==> src/rtl/serial_adder_pkg.sv <==
// Shared definitions for the bit-serial adder: FSM state encodings.
package serial_adder_pkg;

    localparam logic [1:0] IDLE  = 2'd0;
    localparam logic [1:0] SHIFT = 2'd1;
    localparam logic [1:0] DONE  = 2'd2;

endpackage

==> src/rtl/one_bit_full_adder.sv <==
// Single-bit full adder assembled from two half adders; the carry-out is
// the OR of both half-adder carries (they can never both be high).
module one_bit_full_adder (
    input  logic i0,
    input  logic i1,
    input  logic cin,
    output logic sum,
    output logic carry
);

    logic ha0_sum;
    logic ha0_carry;
    logic ha1_carry;

    one_bit_half_adder u_ha0 (
        .i0    (i0),
        .i1    (i1),
        .sum   (ha0_sum),
        .carry (ha0_carry)
    );

    one_bit_half_adder u_ha1 (
        .i0    (ha0_sum),
        .i1    (cin),
        .sum   (sum),
        .carry (ha1_carry)
    );

    assign carry = ha0_carry | ha1_carry;

endmodule

==> src/rtl/one_bit_half_adder.sv <==
// Single-bit half adder: sum is the XOR, carry is the AND of the inputs.
module one_bit_half_adder (
    input  logic i0,
    input  logic i1,
    output logic sum,
    output logic carry
);

    assign sum   = i0 ^ i1;
    assign carry = i0 & i1;

endmodule

==> src/rtl/serial_adder.sv <==
// Bit-serial WIDTH-bit adder: operands are shifted out LSB-first through a
// single full adder, one bit per clock, with a start/done handshake.
module serial_adder
    import serial_adder_pkg::*;
#(
    parameter int WIDTH = 8
) (
    input  logic             clk,
    input  logic             rst_n,
    input  logic             start,
    input  logic [WIDTH-1:0] a,
    input  logic [WIDTH-1:0] b,
    output logic             busy,
    output logic             done,
    output logic [WIDTH-1:0] sum,
    output logic             carry
);

    localparam int CNT_W = $clog2(WIDTH + 1);

    typedef enum logic [1:0] {
        ST_IDLE  = IDLE,
        ST_SHIFT = SHIFT,
        ST_DONE  = DONE
    } state_t;

    state_t           state;
    state_t           state_next;
    logic [WIDTH-1:0] a_reg;
    logic [WIDTH-1:0] b_reg;
    logic [WIDTH-1:0] psum;
    logic [WIDTH-1:0] psum_next;
    logic             carry_ff;
    logic [CNT_W-1:0] count;
    logic             last_bit;
    logic             fa_sum;
    logic             fa_carry;

    one_bit_full_adder u_fa (
        .i0    (a_reg[0]),
        .i1    (b_reg[0]),
        .cin   (carry_ff),
        .sum   (fa_sum),
        .carry (fa_carry)
    );

    assign last_bit = (count == CNT_W'(WIDTH - 1));

    // Partial sum with the fresh result bit shifted in at the MSB; written so
    // that it also holds for WIDTH=1 where there is nothing below the MSB.
    always_comb begin
        psum_next            = psum >> 1;
        psum_next[WIDTH-1]   = fa_sum;
    end

    // State register.
    always_ff @(posedge clk or negedge rst_n) begin
        if (!rst_n) begin
            state <= ST_IDLE;
        end else begin
            state <= state_next;
        end
    end

    // Next-state logic and handshake outputs decoded from the current state.
    always_comb begin
        state_next = state;
        busy       = 1'b0;
        done       = 1'b0;
        case (state)
            ST_IDLE: begin
                if (start) begin
                    state_next = ST_SHIFT;
                end
            end
            ST_SHIFT: begin
                busy = 1'b1;
                if (last_bit) begin
                    state_next = ST_DONE;
                end
            end
            ST_DONE: begin
                done       = 1'b1;
                state_next = ST_IDLE;
            end
            default: begin
                state_next = ST_IDLE;
            end
        endcase
    end

    // Datapath: operand capture, per-bit shifting, and result registration
    // on the edge that processes the final bit.
    always_ff @(posedge clk or negedge rst_n) begin
        if (!rst_n) begin
            a_reg    <= '0;
            b_reg    <= '0;
            psum     <= '0;
            carry_ff <= 1'b0;
            count    <= '0;
            sum      <= '0;
            carry    <= 1'b0;
        end else begin
            case (state)
                ST_IDLE: begin
                    if (start) begin
                        a_reg    <= a;
                        b_reg    <= b;
                        psum     <= '0;
                        carry_ff <= 1'b0;
                        count    <= '0;
                    end
                end
                ST_SHIFT: begin
                    a_reg    <= a_reg >> 1;
                    b_reg    <= b_reg >> 1;
                    psum     <= psum_next;
                    carry_ff <= fa_carry;
                    count    <= count + CNT_W'(1);
                    if (last_bit) begin
                        sum   <= psum_next;
                        carry <= fa_carry;
                    end
                end
                default: begin
                end
            endcase
        end
    end

endmodule
==> config.mk <==
export PLATFORM = sky130hd
export DESIGN_NAME = serial_adder
export DESIGN_NICKNAME = d
export VERILOG_FILES = /design/src/rtl/serial_adder_pkg.sv /design/src/rtl/one_bit_full_adder.sv /design/src/rtl/one_bit_half_adder.sv /design/src/rtl/serial_adder.sv
export SDC_FILE = /design/constraint.sdc
export NUM_CORES = 1
export LEC_CHECK = 0
export CORE_AREA = 2 2 64 66
export CTS_CLUSTER_SIZE = 40
export DETAILED_ROUTE_END_ITERATION = 7
export DIE_AREA = 0 0 66 68
export PLACE_DENSITY = 0.72
export SLEW_MARGIN = 20
export SYNTH_ARGS = -nofsm -noshare
export SYNTH_HDL_FRONTEND = slang
export SYNTH_SLANG_ARGS = --single-unit
==> constraint.sdc <==
create_clock -name clk -period 1.48 [get_ports clk]
set_clock_uncertainty 0.2 [all_clocks]
set_input_delay 0.444 -clock clk [delete_from_list [all_inputs] [get_ports clk]]
set_output_delay 0.444 -clock clk [all_outputs]
set_load 0.05 [all_outputs]
==> results.json <==
{
  "irDropWorstVdd_uv": 1137,
  "grt_pass1_wl_um": 7769,
  "area_delta_synth_final_pct": 65.90,
  "synthTopCellsByArea": "dfrtp_1 (58%), mux2_2 (6.7%), a22oi_1 (6.2%), nor2b_1 (5.5%), a22o_1 (5.2%)",
  "htree_levels": 2,
  "required_ns": 0.84,
  "overflow": 0,
  "clk_pin_slew_ns": 0.07,
  "synth_most_common_cell": "dfrtp_1",
  "slew_headroom": 0.8303,
  "io_buffers": 29,
  "grtUsageTotal": 0.2376,
  "ant_nets": 0,
  "die_w_um": 66,
  "clkSinkCount": 39,
  "r2r_cells": 5,
  "holdPathStages": 2,
  "clock_latency_ns": 0.30,
  "synth_common_cells": "dfrtp_1 (39), o21ai_0 (17), nor2b_1 (15)",
  "fmax_mhz": 561.2,
  "r2r-start": "state[1]$_DFFE_PN0P_",
  "setup_violations": 40,
  "crit_path_end": "done",
  "cp_max_fo": 3,
  "drtPass1Iterations": 4,
  "worstMarginPinSlew_ns": 0.2545,
  "worstSetupPathType": "flop to output port",
  "synth_seq_cells": 39,
  "design_area_um2": 2806,
  "fin_util": 0.7278,
  "vias": 1435,
  "post-place-ws_ns": -0.4053,
  "finalWeightedCongestion": 0.7453,
  "report.final.slew_viol_count": 0,
  "synth-main-ff-cell": "dfrtp_1",
  "grt_max_degree": 40,
  "wl_per_cell_um": 18.84,
  "drc": 0,
  "startpoint_type": "flop",
  "end_kind": "output port",
  "stdcell_count": 261,
  "finalWorstSetupSlack_ns": -0.3020,
  "finalWirelength_um": 4918,
  "yosysSeqAreaShare": 0.5769,
  "rsz0062_at_grt": "yes",
  "synth_cells": 148,
  "dieArea_um2": 4488,
  "cts_buffers": 5,
  "core_um2": 3856,
  "whs_ns": 0.3201,
  "initial_utilization": 0.4387,
  "cts-root-buf": "clkbuf_8",
  "finalHoldViolations": 0,
  "r2r_slack_ns": -0.26,
  "ys_warn_count": 0,
  "syn_nets": 169,
  "p_per_area_nw_per_um2": 2158,
  "seqCellArea_um2": 975.9,
  "post-route-period-util": 1.204,
  "tritoncts": "done",
  "drive_gt1_frac": 0.4692,
  "avgSynthCellArea_um2": 11.43,
  "async_flop_share": 1.000,
  "min_path_type": "flop to flop",
  "grt_pass1_vias": 1558,
  "synth_top_area_cell": "dfrtp_1",
  "period_needed_ns": 1.782,
  "synth_edf_count": 0,
  "drtIter0Drc": 100,
  "p_leak_nw": 1.233,
  "synth_top_area_share": 0.5769,
  "place_area_um2": 2292,
  "maxCapViolations": 0,
  "place_hpwl_um": 2696,
  "dp_cells": 236,
  "fp.dieH_um": 68,
  "arrival_ns": 1.14,
  "nFillCells": 275,
  "viasPerCell": 5.498,
  "ios": 30,
  "cts_max_path_buffers": 2,
  "antenna_found_initial": 0,
  "violations": "setup timing",
  "multi_input_area_um2": 879.6,
  "nets": 231,
  "rows": 23,
  "reg2reg_to": "sum[3]$_DFFE_PN0P_",
  "diodes": 0,
  "status": "finished, violations left",
  "startpoint": "state[1]$_DFFE_PN0P_",
  "synth_area_um2": 1692,
  "ys_types": 19
}
[through the flow]
step	TNS (ns)	power [W]
after floorplan	-1.400	0.003194
after global placement	-9.239	0.004288
after detailed placement	-11.18	0.004392
after CTS	-6.171	0.005784
after global routing	-5.661	0.006350
final	-4.258	0.006057
[logic make-up after synthesis]
logic type	count (synthesis)	synth area share
buffers and inverters	10	0.02440
and+or+nand+nor	32	0.1058
AOI/OAI and AO/OA	55	0.2071
DFF	39	0.5769
muxes	10	0.06657
adders and majority gates	2	0.01923
[worst max-delay path, cell delays in order (launching register included)]
cell and delay (ns):
dfrtp_1 0.43, buf_8 0.13, nor2b_4 0.15, buf_12 0.14
[layout by cell type, fill, tap and decap left out, types with 3 or more instances in the layout]
master	Yosys	routed
clkbuf_8	0	5
nor2b_1	15	13
mux2_4	0	10
a21oi_2	0	11
o21ai_1	0	14
a22oi_1	14	6
a22o_1	10	10
buf_6	0	9
nand2_1	9	4
nand2_2	0	4
a22oi_2	0	8
clkdlybuf4s50_1	0	16
buf_12	0	15
o21ai_2	0	3
buf_4	0	17
dfrtp_1	39	39
[power by group]
part	switching (W)	internal (W)
combinational	0.00159	0.00188
sequential	0.000401	0.00149
clock	0.000361	0.000331
[what timing repair did]
action | 4_1_cts | 5_1_grt
endpoints found under the hold margin | 39 | 0
pin swaps | 22 | 10
endpoints found under the setup margin | 43 | 49
gates cloned | 3 | 0
buffers inserted | 10 | 5
hold buffers | 1 | 0
resized for setup | 68 | 22
[worst min path at each step]
stage	start	to	slack, ns
3_3_place_gp	rst_n	a_reg[4]$_DFFE_PN0P_	0.23
5_1_grt	a_reg[4]$_DFFE_PN0P_	a_reg[4]$_DFFE_PN0P_	0.34
3_5_place_dp	rst_n	a_reg[3]$_DFFE_PN0P_	0.23
2_1_floorplan	rst_n	a_reg[0]$_DFFE_PN0P_	-0.05
4_1_cts	a_reg[4]$_DFFE_PN0P_	a_reg[4]$_DFFE_PN0P_	0.32
6_report	a_reg[4]$_DFFE_PN0P_	a_reg[4]$_DFFE_PN0P_	0.32
[per-layer routing]
layer / track usage / part of all wire / vias up
li1: - / - / 658
met3: 0.04605 / 0.041 / 10
met4: 0.1046 / 0.016 / 0
met2: 0.4217 / 0.52 / 37
met1: 0.2825 / 0.42 / 730
met5: 0 / 0 / -
[final cells by class]
type	count	area share
sequential	39	0.3477
multi-input combinational	99	0.3134
timing repair buffer	64	0.2853
clock inverter	1	0.001783
inverter	1	0.002229
tap	50	0.02229
clock buffer	7	0.02720
(Power assumes the default switching activity.)
